[config.mk]
export PLATFORM = sky130hd
export DESIGN_NAME = vote_session_ctrl
export DESIGN_NICKNAME = d
export VERILOG_FILES = /design/src/rtl/vote_pkg.sv /design/src/rtl/vote_resolve.sv /design/src/rtl/vote_session_ctrl.sv
export SDC_FILE = /design/constraint.sdc
export NUM_CORES = 1
export LEC_CHECK = 0
export ABC_AREA = 1
export CORE_ASPECT_RATIO = 1.75
export CORE_UTILIZATION = 40
export CTS_BUF_LIST = sky130_fd_sc_hd__clkbuf_8
export DETAILED_ROUTE_END_ITERATION = 8
export GPL_TIMING_DRIVEN = 0
export PLACE_DENSITY_LB_ADDON = 0.1
export SYNTH_ARGS = -nofsm -noshare
export SYNTH_HDL_FRONTEND = slang
export SYNTH_SLANG_ARGS = --single-unit
[constraint.sdc]
create_clock -name clk -period 3.7 [get_ports clk]
set_input_delay 0.74 -clock clk [delete_from_list [all_inputs] [get_ports clk]]
set_output_delay 0.74 -clock clk [all_outputs]
set_load 0.01 [all_outputs]
[src/rtl/vote_pkg.sv]
// Shared definitions for the plurality vote datapath: session states,
// default geometry and small helper functions.
package vote_pkg;

    typedef enum logic [1:0] {
        ST_IDLE  = 2'd0,
        ST_OPEN  = 2'd1,
        ST_TALLY = 2'd2,
        ST_DONE  = 2'd3
    } vote_state_e;

    localparam int DEF_N_VOTERS = 5;
    localparam int DEF_N_CAND   = 3;

    function automatic int vote_clog2(input int value);
        int result;
        result = 0;
        while ((1 << result) < value) begin
            result = result + 1;
        end
        return result;
    endfunction

    // True when exactly one bit of a zero-extended ballot is set.
    function automatic logic vote_onehot(input logic [31:0] value);
        return (value != 32'd0) && ((value & (value - 32'd1)) == 32'd0);
    endfunction

endpackage

[src/rtl/vote_resolve.sv]
// Picks the candidate with the largest count; ties go to the highest index.
// All-zero counts produce no winner and flag no_quorum.
module vote_resolve #(
    parameter int N_CAND = 3,
    parameter int CW     = 3
) (
    input  logic [N_CAND*CW-1:0] counts,
    output logic [N_CAND-1:0]    result,
    output logic                 no_quorum
);

    logic [CW-1:0] best_cnt;
    int            best_idx;

    always_comb begin
        best_cnt = '0;
        best_idx = 0;
        // ">=" lets a later (higher) index take over on equal counts.
        for (int c = 0; c < N_CAND; c++) begin
            if (counts[c*CW +: CW] >= best_cnt) begin
                best_cnt = counts[c*CW +: CW];
                best_idx = c;
            end
        end
        no_quorum = (best_cnt == '0);
        for (int c = 0; c < N_CAND; c++) begin
            result[c] = !no_quorum && (c == best_idx);
        end
    end

endmodule

[src/rtl/vote_session_ctrl.sv]
// One voting session: open window, collect one-hot ballots per voter,
// close, tally one stored ballot per cycle, then publish the winner.
module vote_session_ctrl
    import vote_pkg::*;
#(
    parameter int N_VOTERS = DEF_N_VOTERS,
    parameter int N_CAND   = DEF_N_CAND,
    parameter int TIMEOUT  = 255,
    parameter int CW       = vote_clog2(N_VOTERS + 1)
) (
    input  logic                   clk,
    input  logic                   rst_n,
    input  logic                   start,
    input  logic                   close,
    input  logic [N_VOTERS-1:0]    ballot_valid,
    input  logic [N_VOTERS*N_CAND-1:0] ballot,
    output logic [N_VOTERS-1:0]    ballot_ack,
    output logic [N_VOTERS-1:0]    ballot_nack,
    output logic [N_VOTERS-1:0]    voted,
    output logic                   busy,
    output logic                   result_valid,
    output logic [N_CAND-1:0]      result,
    output logic                   no_quorum,
    output logic [N_CAND*CW-1:0]   counts
);

    localparam int TW = (vote_clog2(TIMEOUT + 1) < 1) ? 1 : vote_clog2(TIMEOUT + 1);

    vote_state_e           state_q, state_d;
    logic [N_CAND-1:0]     ballots_q [N_VOTERS];
    logic [N_CAND-1:0]     ballots_d [N_VOTERS];
    logic [N_VOTERS-1:0]   voted_q, voted_d;
    logic [N_VOTERS-1:0]   ack_q, ack_d;
    logic [N_VOTERS-1:0]   nack_q, nack_d;
    logic [TW-1:0]         timer_q, timer_d;
    logic [CW-1:0]         idx_q, idx_d;
    logic [N_CAND*CW-1:0]  counts_q, counts_d;
    logic [N_CAND-1:0]     result_q, result_d;
    logic                  result_valid_q, result_valid_d;
    logic                  no_quorum_q, no_quorum_d;
    logic [N_CAND-1:0]     res_w;
    logic                  nq_w;

    vote_resolve #(
        .N_CAND (N_CAND),
        .CW     (CW)
    ) u_resolve (
        .counts    (counts_q),
        .result    (res_w),
        .no_quorum (nq_w)
    );

    always_comb begin
        state_d        = state_q;
        ballots_d      = ballots_q;
        voted_d        = voted_q;
        ack_d          = '0;
        nack_d         = ballot_valid;
        timer_d        = timer_q;
        idx_d          = idx_q;
        counts_d       = counts_q;
        result_d       = result_q;
        result_valid_d = result_valid_q;
        no_quorum_d    = no_quorum_q;

        case (state_q)
            ST_IDLE, ST_DONE: begin
                if (start) begin
                    for (int i = 0; i < N_VOTERS; i++) begin
                        ballots_d[i] = '0;
                    end
                    voted_d        = '0;
                    counts_d       = '0;
                    result_d       = '0;
                    result_valid_d = 1'b0;
                    no_quorum_d    = 1'b0;
                    timer_d        = '0;
                    state_d        = ST_OPEN;
                end
            end
            ST_OPEN: begin
                nack_d = '0;
                for (int i = 0; i < N_VOTERS; i++) begin
                    if (ballot_valid[i]) begin
                        if (vote_onehot(32'(ballot[i*N_CAND +: N_CAND])) && !voted_q[i]) begin
                            ballots_d[i] = ballot[i*N_CAND +: N_CAND];
                            voted_d[i]   = 1'b1;
                            ack_d[i]     = 1'b1;
                        end else begin
                            nack_d[i] = 1'b1;
                        end
                    end
                end
                timer_d = timer_q + TW'(1);
                // Closing decision sees this cycle's accepts, so a full house ends early.
                if (close || (&voted_d) || (timer_q == TW'(TIMEOUT - 1))) begin
                    idx_d   = '0;
                    state_d = ST_TALLY;
                end
            end
            ST_TALLY: begin
                if (idx_q < CW'(N_VOTERS)) begin
                    for (int c = 0; c < N_CAND; c++) begin
                        counts_d[c*CW +: CW] = counts_q[c*CW +: CW] + CW'(ballots_q[idx_q][c]);
                    end
                    idx_d = idx_q + CW'(1);
                end else begin
                    result_d       = res_w;
                    no_quorum_d    = nq_w;
                    result_valid_d = 1'b1;
                    state_d        = ST_DONE;
                end
            end
            default: state_d = ST_IDLE;
        endcase
    end

    always_ff @(posedge clk) begin
        if (!rst_n) begin
            state_q        <= ST_IDLE;
            for (int i = 0; i < N_VOTERS; i++) begin
                ballots_q[i] <= '0;
            end
            voted_q        <= '0;
            ack_q          <= '0;
            nack_q         <= '0;
            timer_q        <= '0;
            idx_q          <= '0;
            counts_q       <= '0;
            result_q       <= '0;
            result_valid_q <= 1'b0;
            no_quorum_q    <= 1'b0;
        end else begin
            state_q        <= state_d;
            ballots_q      <= ballots_d;
            voted_q        <= voted_d;
            ack_q          <= ack_d;
            nack_q         <= nack_d;
            timer_q        <= timer_d;
            idx_q          <= idx_d;
            counts_q       <= counts_d;
            result_q       <= result_d;
            result_valid_q <= result_valid_d;
            no_quorum_q    <= no_quorum_d;
        end
    end

    assign ballot_ack   = ack_q;
    assign ballot_nack  = nack_q;
    assign voted        = voted_q;
    assign busy         = (state_q == ST_OPEN) || (state_q == ST_TALLY);
    assign result_valid = result_valid_q;
    assign result       = result_q;
    assign no_quorum    = no_quorum_q;
    assign counts       = counts_q;

endmodule
# [Word level (Yosys, flattened, before mapping)]
# Cells that the tools add are included.
[word_totals] reg_bits=57 latch_bits=0 mem_bits_rw=0 mem_bits_ro=0 in_bits=24 output_inout_bits=30 elab_cells=188 memories=0
[op_classes] n_addsub=10 n_mul=0 n_div=0 order_cmp=5 eq_ne=20 shift=0 muxes=73 bitwise_logic=6 reduce_logical=55
[ops] cell="$logic_not 32->1" count=6
[ops] cell="$and 3x32->32" count=5
[ops] cell="$mux 3" count=19
[ops] cell="$mux 1" count=34
[ops] cell="$pmux 15 s2" count=1
[ops] cell="$ne 2x2->1 const B" count=14
[ops] cell="$reduce_and 3->1" count=9
[ops] cell="$reduce_and 4->1" count=5
[ops] cell="$sub 3x1->4 const B" count=5
[ops] cell="$mux 9" count=2
[ops] cell="$pmux 9 s2" count=1
[ops] cell="$pmux 8 s2" count=1
[ops] cell="$mux 15" count=1
[ops] cell="$reduce_bool 3->1" count=5
[ops] cell="$logic_and 1x1->1" count=13
[ops] cell="$pmux 3 s2" count=2
[ops] cell="$mux 5" count=2
[ops] cell="$pmux 5 s2" count=1
[ops] cell="$add 3x1->3" count=3
[ops] cell="$bmux 3 s3" count=1
[ops] cell="$add 8x1->8 const B" count=1
[ops] cell="$eq 8x8->1 const B" count=1
[ops] cell="$mux 2" count=4
[ops] cell="$mux 8" count=1
[ops] cell="20 further kinds" count=32

# [Logic depth before layout (Yosys ltp)]
# Gate-level depths: netlist (run 1).
[depth] depth_word=13 mapped_depth=16 mapped_depth_nobuf=16

# [Hierarchy]
# A second synthesis (run 1) with hierarchy kept.
[unflattened] hier_cells=437 hier_area_um2=3166.8
[modules_own_cells] mod="vote_session_ctrl" instances=1 cells_per_inst=393 area_per_inst_um2=2884.0 seq_area_each_um2=1141.1
[modules_own_cells] mod="vote_resolve" instances=1 cells_per_inst=44 area_per_inst_um2=282.8 seq_area_each_um2=0.0

# [Worst setup path after synthesis (run 1)]
# OpenSTA, ideal clock, no wires.
[synth_timing] path_type="register to register" from="register counts_q[2], in the netlist counts[2]" to="register no_quorum_q, in the netlist no_quorum" setup_ns=0.134 arrival_ns=2.155 slack_ns=1.411 stages_incl_launch_ff=15 path_buffers=0 period_less_slack_ns=2.289 cell_sequence="dfxtp_1 > inv_1 > ha_1 > a21oi_1 > nand3_2 > nand2_1 > o21ai_1 > ha_1 > nand2_1 > o211ai_1 > nor2_1 > nand3_1 > nand2_1 > nand2_1 > a21oi_1"
[synth_via] elab_chain_cells=9
[synth_lines] item="start: declaration" line_no="vote_session_ctrl.sv:37" text="logic [N_CAND*CW-1:0] counts_q, counts_d;"
[synth_lines] item="start signal: assignment" line_no="vote_session_ctrl.sv:141" text="counts_q <= counts_d;"
[synth_lines] item="$ge 3x1->1" line_no="vote_resolve.sv:20" text="if (counts[c*CW +: CW] >= best_cnt) begin"
[synth_lines] item="$mux 3 *" line_no="vote_resolve.sv:20"
[synth_lines] item="$ge 3x3->1" line_no="vote_resolve.sv:20"
[synth_lines] item="$mux 3 *" line_no="vote_resolve.sv:20"
[synth_lines] item="$ge 3x3->1" line_no="vote_resolve.sv:20"
[synth_lines] item="$mux 3 *" line_no="vote_resolve.sv:20"
[synth_lines] item="$logic_not 3->1 *" line_no="vote_resolve.sv:25" text="no_quorum = (best_cnt == '0);"
[synth_lines] item="$mux 1 *" line_no="vote_session_ctrl.sv:102" text="if (idx_q < CW'(N_VOTERS)) begin"
[synth_lines] item="$pmux 1 s2 *" line_no="vote_session_ctrl.sv:66" text="case (state_q)"
[synth_lines] item="end signal: assignment" line_no="vote_session_ctrl.sv:144" text="no_quorum_q <= no_quorum_d;"
[synth_lines] item="end: declaration" line_no="vote_session_ctrl.sv:40" text="logic no_quorum_q, no_quorum_d;"
# Mark *: on every way between the ends. The rest lies on a longest branch, timed or not. The select of a mux whose other input is x is not followed.
# A chain may end at the register's enable or synchronous reset.

# [Worst setup path in the final report (run 1)]
# Same ends and word-level chain as after synthesis.

==> results of run 1 <==
==> power groups by stage <==
stage / sequential [mW] / clock (mW) / combinational (mW)
3_5_place_dp: 0.778 / 0 / 1.15
2_1_floorplan: 0.780 / 0 / 0.799
5_1_grt: 0.777 / 0.649 / 1.27
6_report: 0.766 / 0.609 / 1.14
3_3_place_gp: 0.776 / 0 / 1.13
4_1_cts: 0.764 / 0.617 / 1.15
==> through the flow <==
step	worst slack (ns)	total power, mW
after floorplan	1.41	1.58
after global placement	1.09	1.90
after detailed placement	1.03	1.92
after CTS	1.01	2.53
after global routing	0.769	2.69
final	1.02	2.52
==> Yosys cell counts (all sizes together) <==
library cell,instances,area (µm²)
nor4,1,6.26
nand2,79,327
inv,63,239
o311ai,1,8.76
dfxtp,57,1140
a21oi,36,214
xor2,1,8.76
a31oi,1,6.26
or2,1,6.26
nand3,51,278
o211ai,2,15.0
nor3b,7,57.6
clkbuf,4,15.0
nor3,11,85.1
xnor2,1,8.76
o21ai,22,114
nor2,41,186
o21bai,1,18.8
clkinv,1,3.75
nand4,7,43.8
ha,18,225
a211oi,6,60.1
buf,6,45.0
o21a,1,7.51
o31ai,3,22.5
==> flip-flops by register name (all words and copies together) (netlist names) <==
signal	cells
timer_q	8
idx_q	3
state_q	2
ballot_nack	5
result_valid	1
no_quorum	1
counts	9
ballot_ack	5
voted	5
ballots_q	15
result	3
==> tightest hold or removal path, delay by kind of cell (launching register included) <==
family / cells / cell delay [ns]
flops: 1 / 0.31
simple gates: 2 / 0.11
==> per-layer routing <==
layer,routed length [µm],up-vias
li1,-,1525
met1,3130,1330
met2,4270,49
met3,203,26
met4,391,0
met5,0,-
==> kinds of logic after synthesis <==
kind of cell | after synthesis
AOI/OAI and AO/OA | 73
xor gates and xnor gates | 2
adders and majority gates | 18
buffers and inverters | 74
DFF | 57
and+or+nand+nor | 198
==> final timing paths <==
path | startpoint | to | slack, ns
hold reg to reg | ballots_q[10] | ballots_q[10] | 0.46
setup reg to reg | counts[2] | no_quorum | 1.02
hold / removal | ballots_q[10] | ballots_q[10] | 0.46
setup / recovery | counts[2] | no_quorum | 1.02
==> layout make-up <==
type | count | area (µm²) | area share (%)
Tap cell | 88 | 110 | 2.77
Buffer | 10 | 60.1 | 1.51
Multi-Input combinational cell | 291 | 1700 | 42.7
Clock inverter | 4 | 42.5 | 1.07
Clock buffer | 12 | 165 | 4.15
Inverter | 64 | 243 | 6.10
Sequential cell | 57 | 1140 | 28.7
Timing Repair Buffer | 52 | 520 | 13.1
==> results.py, run 1 <==
metrics = {
    "outcome": {
        "outcome": "finished clean",
    },
    "setup_path": {
        "required_ns": 3.97,
        "cp_common_cell": "nand2_1",
        "path_buf_inv": 2,
        "crit_cells": 15,
        "cp_cell_sequence": "inv_1 -> ha_1 -> a21oi_1 -> nand3_2 -> inv_2 -> nand2_1 -> o21ai_1 -> ha_1 -> nand3_1 -> o211ai_1 -> nor2_1 -> nand3_1 -> nand2_1 -> nand2_1 -> a21oi_1",
        "end_kind": "flip-flop",
        "cpMaxStageDelayCell": "dfxtp_1",
        "cp-start-kind": "flip-flop",
        "slowest_delay_ns": 0.37,
        "crit_type": "flip-flop to flip-flop",
        "arrival_ns": 2.95,
        "reg2reg_depth": 15,
        "crit_fanout": 5,
        "crit_family": "simple AND/OR/NAND/NOR gates",
    },
    "sta": {
        "layout_min_cycle_time_ns": 2.68,
        "fin_crit_sh_pct": 72.4,
        "rsz0062_at_grt": "no",
        "finalHoldViolations": 0,
        "clock_skew_ns": 0.0110,
        "worst_pin_slew_ns": 0.614,
        "slew_viol_final": 0,
        "clock.fmax_mhz": 373,
        "relSlewSlack_pct": 59.1,
        "hold_ws_ns": 0.464,
        "setup_tns_ns": 0,
        "setup_violations": 0,
    },
    "synth": {
        "synth_top_family_by_area": "simple AND/OR/NAND/NOR gates",
        "synthCells": 422,
        "synth_xor_xnor_area_share_pct": 0.557,
        "yosysUniqueCellTypes": 41,
        "yosys_warnings": 0,
        "synthMuxAreaShare_pct": 0,
        "synth_fp_nets": 464,
        "synthSimpleGateAreaFrac_pct": 31.5,
        "ys_seq_area_share_pct": 36.3,
        "synthAdderAreaFrac_pct": 7.17,
        "syn_avg_cell_area_um2": 7.45,
        "syn_area_mm2": 0.00314,
        "synth-compound-area-share_pct": 14.8,
        "synth.ff_latch_count": 57,
    },
    "power_and_ir_drop": {
        "p_seq_share_pct": 30.4,
        "clkPwrFrac_pct": 24.2,
        "power.density_mw_per_mm2": 632,
        "sw_frac_of_total_pct": 41.2,
        "internal_power_mw": 1.48,
        "peakVddDrop_mv": 0.314,
        "p_leak_nw": 1.67,
        "p_switching_mw": 1.04,
        "combPwrFrac_pct": 45.4,
    },
    "global_routing": {
        "grt_pass1_wl_mm": 13.1,
        "grt_util_met1_pct": 20.1,
        "met3_usage_pct": 3.47,
        "use_met2_pct": 36.9,
        "grt_pass1_vias": 2879,
        "grtUsageTotal_pct": 20.2,
        "grt.overflow.total": 0,
        "grt_max_degree": 11,
        "busiest_layer": "met2",
        "antenna_found_initial": 0,
    },
    "clock_network": {
        "root_buffer": "clkbuf_8",
        "cts_resized": 0,
        "cts_setup_buffers": 0,
        "clock_path_buffers": 2,
        "cts_tree": "yes",
        "cts_sinks": 57,
        "h-tree-depth": 3,
        "postCtsHoldBufs": 0,
        "cts_buffers": 9,
        "clk_latency_ns": 0.35,
        "clk_pin_slew_worst_paths_ns": 0.06,
    },
    "placement": {
        "hpwlAfterDp_mm": 6.33,
        "io_buffers": 52,
        "gp_congestion": 0.835,
        "place_area_mm2": 0.00377,
        "placed_cells": 562,
    },
    "route": {
        "wirelength_mm": 7.99,
        "final_antenna_net_count": 0,
        "wl_per_cell_um": 13.8,
        "drtPass1Iterations": 4,
        "num_vias": 2930,
        "drtIter0Drc": 90,
        "vias_per_cell": 5.07,
        "drc": 0,
    },
    "die": {
        "die_h_um": 119,
        "die_w_um": 69.0,
        "ioPinCount": 54,
        "rows": 42,
        "core_mm2": 0.00757,
        "initial_core_util_pct": 41.5,
        "die-area_mm2": 0.00823,
    },
    "worst_hold_path": {
        "min_path_cells": 2,
        "hp-class": "flip-flop to flip-flop",
    },
    "finish": {
        "n_antenna_cell": 0,
        "layout-drive-gt1-share_pct": 13.7,
        "nets": 527,
        "fillers": 770,
        "design_area_mm2": 0.00398,
        "final_common_cell": "nand2_1",
        "mostFrequentLayoutCells": "nand2_1 (71), inv_1 (58), dfxtp_1 (57)",
        "final_util_pct": 52.6,
        "synthToLayoutAreaGrowth_pct": 26.7,
        "final_cells": 578,
    },
    "run": {
        "max-cap-violations": 0,
    },
}
Note: power is estimated with default switching activity, not from simulation.
==> inputs of run 2 (changes only) <==
Clock period 3.7 ns to 2.7 ns, I/O delays scaled along.
==> run 2 against run 1 <==
  * Sequential cell count is the same
  * Global-route usage is the same
  * Count of clock-buffer cells in the layout is the same
  * Combinational power grew 39%
  * Critical endpoint is now result[0]
  * Final area grew 0.69%
  * Worst hold slack is essentially flat
  * Via count grew 0.44%
  * Critical path type unchanged
==> results.py, run 2 (synthesis gave the netlist of run 1 again) <==
metrics = {
    "outcome": {
        "outcome": "finished clean",
    },
    "die": {
        "die_h_um": 119,
        "rows": 42,
        "core_mm2": 0.00757,
        "die-area_mm2": 0.00823,
        "initial_core_util_pct": 41.5,
        "ioPinCount": 54,
        "die_w_um": 69.0,
    },
    "route": {
        "final_antenna_net_count": 0,
        "num_vias": 2943,
        "drtPass1Iterations": 7,
        "wirelength_mm": 7.99,
        "wl_per_cell_um": 13.8,
        "vias_per_cell": 5.08,
        "drc": 0,
        "drtIter0Drc": 70,
    },
    "setup_path": {
        "crit_family": "adder cells",
        "r2r-end": "result[0]",
        "required_ns": 2.97,
        "cpMaxStageDelayCell": "dfxtp_2",
        "arrival_ns": 2.72,
        "path_buf_inv": 3,
        "slowest_delay_ns": 0.36,
        "r2r_slack_ns": 0.25,
        "cp-start-kind": "flip-flop",
        "cp_cell_sequence": "inv_1 -> ha_1 -> a21oi_2 -> nand3_4 -> inv_2 -> nand2_1 -> o21ai_2 -> ha_1 -> nand3_1 -> o211ai_1 -> buf_4 -> nor2_2 -> nand3_1 -> a21oi_1",
        "crit_type": "flip-flop to flip-flop",
        "r2r_start": "counts[2]",
        "reg2reg_depth": 14,
        "end_kind": "flip-flop",
        "crit_fanout": 5,
    },
    "finish": {
        "final_util_pct": 53.0,
        "layout-drive-gt1-share_pct": 14.7,
        "final_cells": 579,
        "mostFrequentLayoutCells": "nand2_1 (71), inv_1 (58), dfxtp_1 (56)",
        "fillers": 770,
        "synthToLayoutAreaGrowth_pct": 27.5,
        "regMostFlops": "ballots_q",
        "nets": 528,
        "largest_reg_flops": 15,
        "n_antenna_cell": 0,
        "design_area_mm2": 0.00401,
        "final_common_cell": "nand2_1",
    },
    "placement": {
        "io_buffers": 52,
        "gp_congestion": 0.835,
        "place_area_mm2": 0.00377,
        "placed_cells": 562,
        "hpwlAfterDp_mm": 6.33,
        "pre_cts_slack_ns": 0.0299,
    },
    "power_and_ir_drop": {
        "clkPwrFrac_pct": 24.0,
        "peakVddDrop_mv": 0.430,
        "p_switching_mw": 1.43,
        "total_power_mw": 3.47,
        "combPwrFrac_pct": 45.8,
        "internal_power_mw": 2.04,
        "p_seq_share_pct": 30.2,
        "sw_frac_of_total_pct": 41.2,
        "p_leak_nw": 1.68,
        "power.density_mw_per_mm2": 866,
    },
    "global_routing": {
        "antenna_found_initial": 0,
        "grtUsageTotal_pct": 20.2,
        "grt_pass1_wl_mm": 13.1,
        "grt.overflow.total": 0,
        "grt_pass1_vias": 2879,
        "grt_max_degree": 11,
    },
    "sta": {
        "hold_ws_ns": 0.464,
        "layout_min_cycle_time_ns": 2.45,
        "fin_crit_sh_pct": 90.8,
        "worst_pin_slew_ns": 0.593,
        "rsz0062_at_grt": "no",
        "relSlewSlack_pct": 60.5,
        "slew_viol_final": 0,
        "worst_slack_ns": 0.249,
        "clock.fmax_mhz": 408,
        "finalHoldViolations": 0,
        "setup_tns_ns": 0,
        "setup_violations": 0,
        "clock_skew_ns": 0.0119,
    },
    "clock_network": {
        "cts_buffers": 9,
        "postCtsHoldBufs": 0,
        "clk_pin_slew_worst_paths_ns": 0.06,
        "root_buffer": "clkbuf_8",
        "clock_path_buffers": 2,
        "cts_sinks": 57,
        "clk_latency_ns": 0.34,
        "h-tree-depth": 3,
        "cts_tree": "yes",
    },
    "worst_hold_path": {
        "worstHoldEndpoint": "ballots_q[10]",
        "min-delay-start": "ballots_q[10]",
        "hp-class": "flip-flop to flip-flop",
        "min_path_cells": 2,
    },
    "run": {
        "max-cap-violations": 0,
    },
}
run 2: cell count changes in the layout (fill, tap and decap cells not counted), sizes merged:
cell | before | now
buf | 6 | 7
run 2: layout make-up:
cell class	count	area (µm²)	share of cell area (%)
multi-input cells	291	1720	42.9
flip-flops and latches	57	1140	28.5
repair buffers	53	528	13.2
inverters	64	243	6.05
clock buffers	12	165	4.12
well taps	88	110	2.75
plain buffers	10	60.1	1.50
clock inverters	4	42.5	1.06
run 2: worst min-delay path: cells and delay by family (launching register included):
kind	cells	cell delay, ns
flops	1	0.30
simple gates	2	0.11
run 2: how the worst max path moves through the flow:
stage | from | endpoint | slack [ns] | cells past startpoint
floorplan | counts[2] | no_quorum | 0.41 | 14
detailed placement | counts[2] | no_quorum | 0.03 | 15
global route | counts[2] | no_quorum | 0.06 | 14
global placement | counts[2] | no_quorum | 0.09 | 15
CTS | counts[2] | no_quorum | 0.009 | 15
finish | counts[2] | result[0] | 0.25 | 14
run 2: layer usage:
layer / wire (µm) / share of wire, % / GRT usage (%)
met5: 0 / 0 / 0
met3: 175 / 2.2 / 3.47
met4: 348 / 4.4 / 14.9
met1: 3100 / 39 / 20.1
met2: 4370 / 55 / 36.9
run 2: power by group through the flow:
| stage | Sequential [mW] | Combinational (mW) | Clock, mW |
|---|---|---|---|
| after floorplan | 1.07 | 1.10 | 0 |
| after global placement | 1.06 | 1.54 | 0 |
| after detailed placement | 1.07 | 1.57 | 0 |
| after CTS | 1.05 | 1.58 | 0.846 |
| after global routing | 1.06 | 1.77 | 0.890 |
| final | 1.05 | 1.59 | 0.832 |
run 2: what timing repair did:
item,in CTS,in global routing
buffers inserted,0,1
resized for setup,0,5
setup endpoints to repair,0,4
==> edit 1: new RTL, flow settings as in run 1 <==
Re-encode `vote_state_e` (4 states) as one-hot, 4 bits wide.
--- a/src/rtl/vote_pkg.sv
+++ b/src/rtl/vote_pkg.sv
@@ -2,11 +2,11 @@
 // default geometry and small helper functions.
 package vote_pkg;
 
-    typedef enum logic [1:0] {
-        ST_IDLE  = 2'd0,
-        ST_OPEN  = 2'd1,
-        ST_TALLY = 2'd2,
-        ST_DONE  = 2'd3
+    typedef enum logic [3:0] {
+        ST_IDLE  = 4'b0001,
+        ST_OPEN  = 4'b0010,
+        ST_TALLY = 4'b0100,
+        ST_DONE  = 4'b1000
     } vote_state_e;
 
     localparam int DEF_N_VOTERS = 5;
Function: no difference found for any inputs over 4 cycles, from zero or initial values and one cycle with rst_n low; so few cycles prove little.
==> edit 1 against run 1 <==
Design area fell by 4.5%; sequential cell count rose by 2; global-route usage fell by 0.15 points; synthesized cell count fell by 5.9%; clock skew fell by 4.8 ps; routed wire length fell by 11%; area after synthesis fell by 4.2%; worst setup slack got worse by 68 ps; critical path type unchanged; critical endpoint unchanged.
Power is not compared: it rests on default switching activity, and its combinational part moved more than twofold at a synthesized area within 25%.
==> edit 1: results (changes against run 1) <==
----------------------------------------------------
[Final layout]
  Non-clock buffering overhead ... 15.0% (was 14.6%)
  Number of inverters outside the clock class in the layout ... 63 (was 64)
  Fraction of final layout cells sized beyond drive strength 1 ... 9.52% (was 13.7%)
  Cell Count, Final, Fillers Out ... 548 (was 578)
  Multi-input logic cell count ... 268 (was 291)
  Fill count ... 727 (was 770)
  Fraction of area in registers ... 31.1% (was 28.7%)
  Layout clock buffers ... 11 (was 12)
  Multi-input gate area ... 0.00155 mm2 (was 0.00170 mm2)
  Nets ... 500 (was 527)
  Number of non-clock buffers in the layout ... 60 (was 62)
  Clock network area share ... 4.08% (was 5.22%)
  Final design area excluding fillers ... 0.00380 mm2 (was 0.00398 mm2)

[Placed design]
  Count of buffers from port buffering ... 53 (was 52)
  Place WS ... 943 ps (was 1030 ps)
  Global placer's final weighted congestion ... 0.835 (about the same)
  Total instance count after detailed placement ... 536 (was 562)
  HPWL reported at the end of detailed placement ... 5530 um (was 6330 um)
  Area after DPL ... 0.00365 mm2 (was 0.00377 mm2)

[Synth]
  Post-Syn Area per Cell ... 7.58 um2 (was 7.45 um2)
  Synth area leaders ... dfxtp_1, nand2_1, nand3_1 (unchanged)
  Synthesized-area fraction occupied by ao, oa, aoi and oai cells ... 16.5% (was 14.8%)
  Distinct cell type count of the synthesized netlist ... 39 (was 41)
  Ys flop type ... dfxtp_1 (unchanged)
  Leading post-synthesis cells by instance count ... nand2_1, dfxtp_1, inv_1 (unchanged)
  Adder-cell share of the synthesized area ... 6.23% (was 7.17%)
  Multiplexer share of the synthesized area ... 0% (unchanged)
  Xor and xnor fraction of the mapped netlist area ... 1.16% (was 0.557%)
  Post-synth net total ... 436 (was 464)
  Part of the Yosys area used for sequential elements ... 39.2% (was 36.3%)

[Clock tree]
  Clock Latency Late Sink ... around 340 ps
  Total of cells resized after clock tree synthesis ... 0 (unchanged)
  TritonCTS Sinks ... 59 (was 57)

[Global routing]
  Combined global-route utilization of all metal layers ... 20.1% (was 20.2%)
  Via count of the first global-routing pass ... 2673 (was 2879)
  Wire length of the first global-routing pass ... 11700 um (was 13100 um)

[Worst setup path]
  Delay contributed by the slowest stage of the critical path ... 390 ps (was 370 ps)
  Data arrival time of the worst path ... 3010 ps (was 2950 ps)
  Worst path slowest cell ... o21ai_0 (was dfxtp_1)
  CP top delay family ... compound AO/OA/AOI/OAI gates (was simple AND/OR/NAND/NOR gates)

[Detailed routing]
  DRT iter0 DRCs ... 123 (was 90)
  Final wirelength ... 7120 um (was 7990 um)

[STA]
  Worst clock skew ... 6.22 ps (was 11.0 ps)
  Relative slew slack ... 61.6% (was 59.1%)

[Floorplanning]
  Die Area ... 0.00789 mm2 (was 0.00823 mm2)

[Status]
  Run status ... finished clean (unchanged)

----------------------------------------------------
edit 1: final timing paths:
kind              cells after the start                   start  slack, ps                      to
setup / recovery                     13  counts[2]$_SDFFE_PN0P_        950  no_quorum$_SDFFE_PN0P_
hold / removal                        2  result[1]$_SDFFE_PN0P_        460  result[1]$_SDFFE_PN0P_
setup reg to reg                     13  counts[2]$_SDFFE_PN0P_        950  no_quorum$_SDFFE_PN0P_
hold reg to reg                       2  result[1]$_SDFFE_PN0P_        460  result[1]$_SDFFE_PN0P_
edit 1: worst register-to-register path, cell delays in order, from the launching register on:
cell	delay (ps)
dfxtp_1	340
inv_1	70
ha_1	330
a21oi_1	150
nand3_1	210
o21ai_0	390
ha_1	330
a21oi_1	160
o211ai_1	170
nor2_1	140
nand3_1	120
nand2_1	110
nand2_1	50
a21oi_1	110
edit 1: per-layer routing:
metal	wire length [um]	global-route usage [%]	vias up
met1	2920	21.2	1241
met5	0	0	-
met3	224	4.10	12
met4	138	9.22	0
li1	-	-	1448
met2	3830	36.6	49
==> edit 2: new RTL, settings of run 1 <==
Made on the original files. Change the parameter `TIMEOUT` from 255 to 510.
--- a/src/rtl/vote_session_ctrl.sv
+++ b/src/rtl/vote_session_ctrl.sv
@@ -5,7 +5,7 @@
 #(
     parameter int N_VOTERS = DEF_N_VOTERS,
     parameter int N_CAND   = DEF_N_CAND,
-    parameter int TIMEOUT  = 255,
+    parameter int TIMEOUT  = 510,
     parameter int CW       = vote_clog2(N_VOTERS + 1)
 ) (
     input  logic                   clk,
Check against the original RTL: no difference found for any inputs over 4 cycles, from zero or initial values and one cycle with rst_n low; that may be too few to reach the edited logic, so the function may still have changed.
==> edit 2 against run 1 <==
Cell count is 0.35% higher; die area down 0.89%; worst setup slack gained 86 ps; design area shrank 1.1%; clock skew is 6.5 ps lower; power fell by 13%; sequential power is 3.7% lower; sequential cell count is 1 higher; area after synthesis is 0.92% lower; routed wire length shrank 3.6%; critical endpoint unchanged; largest cell class unchanged.
==> edit 2: results (changes against run 1) <==
----------------------------------------------------
[Detailed routing]
  Metal1 wirelength ... 2910 um (was 3130 um)
  DRT iter0 DRCs ... 88 (was 90)
  Per-cell via count in the routed design ... 5.09 (was 5.07)

[Synth]
  Synth Register Bits ... 58 (was 57)
  Post-Syn Area per Cell ... 7.36 um2 (was 7.45 um2)
  Distinct cell type count of the synthesized netlist ... 37 (was 41)
  Leading post-synthesis cells by instance count ... nand2_1, dfxtp_1, inv_1 (unchanged)
  Adder-cell share of the synthesized area ... 7.23% (was 7.17%)
  Part of the Yosys area used for sequential elements ... 37.3% (was 36.3%)
  Post-synth net total ... 465 (was 464)

[Final layout]
  Multi-input gate area ... 0.00166 mm2 (was 0.00170 mm2)
  Multi-input logic cell count ... 293 (was 291)
  Number of inverters outside the clock class in the layout ... 61 (was 64)
  Number of non-clock buffers in the layout ... 64 (was 62)
  Clock network area share ... 4.64% (was 5.22%)
  Final design area excluding fillers ... 0.00394 mm2 (was 0.00398 mm2)
  Fraction of area in registers ... 29.5% (was 28.7%)
  Nets ... 529 (was 527)

[Min path]
  Endpoint with the worst hold slack ... result_valid$_SDFFE_PN0P_ (was ballots_q[10]$_SDFFE_PN0P_)
  Hold Crit Start ... result_valid$_SDFFE_PN0P_ (was ballots_q[10]$_SDFFE_PN0P_)

[Placed design]
  Count of buffers from port buffering ... 53 (was 52)
  Global placer's final weighted congestion ... 0.786 (was 0.835)
  HPWL reported at the end of detailed placement ... 6140 um (was 6330 um)

[Worst setup path]
  Delay contributed by the slowest stage of the critical path ... 340 ps (was 370 ps)
  Data arrival time of the worst path ... 2870 ps (was 2950 ps)
  CP top delay family ... compound AO/OA/AOI/OAI gates (was simple AND/OR/NAND/NOR gates)
  Depth of the worst register-to-register path ... 13 (was 15)

[STA]
  Worst hold slack ... 462 ps (was 464 ps)

[Global routing]
  Via count of the first global-routing pass ... 2759 (was 2879)
  Wire length of the first global-routing pass ... 12300 um (was 13100 um)
  Combined global-route utilization of all metal layers ... 20.8% (was 20.2%)

[Status]
  Run status ... finished clean (unchanged)

[Pwr]
  VDD IR-drop max ... 303 uV (was 314 uV)
  Logic power comb ... 926 uW (was 1140 uW)
  Static leakage power ... 0.00165 uW (was 0.00167 uW)

----------------------------------------------------
edit 2: routing by layer:
metal,global-route usage [%],vias to the layer above
met5,0,-
li1,-,1536
met1,19.6,1351
met3,3.57,20
met4,12.4,0
met2,38.8,43
edit 2: worst max path at each step:
stage	start	endpoint	slack, ps	cells past startpoint
2_1_floorplan	counts[2]$_SDFFE_PN0P_	no_quorum$_SDFFE_PN0P_	1440	14
3_5_place_dp	counts[2]$_SDFFE_PN0P_	no_quorum$_SDFFE_PN0P_	1090	13
3_3_place_gp	counts[2]$_SDFFE_PN0P_	no_quorum$_SDFFE_PN0P_	1210	13
5_1_grt	counts[2]$_SDFFE_PN0P_	no_quorum$_SDFFE_PN0P_	860	13
6_report	counts[2]$_SDFFE_PN0P_	no_quorum$_SDFFE_PN0P_	1110	13
4_1_cts	counts[2]$_SDFFE_PN0P_	no_quorum$_SDFFE_PN0P_	1090	13
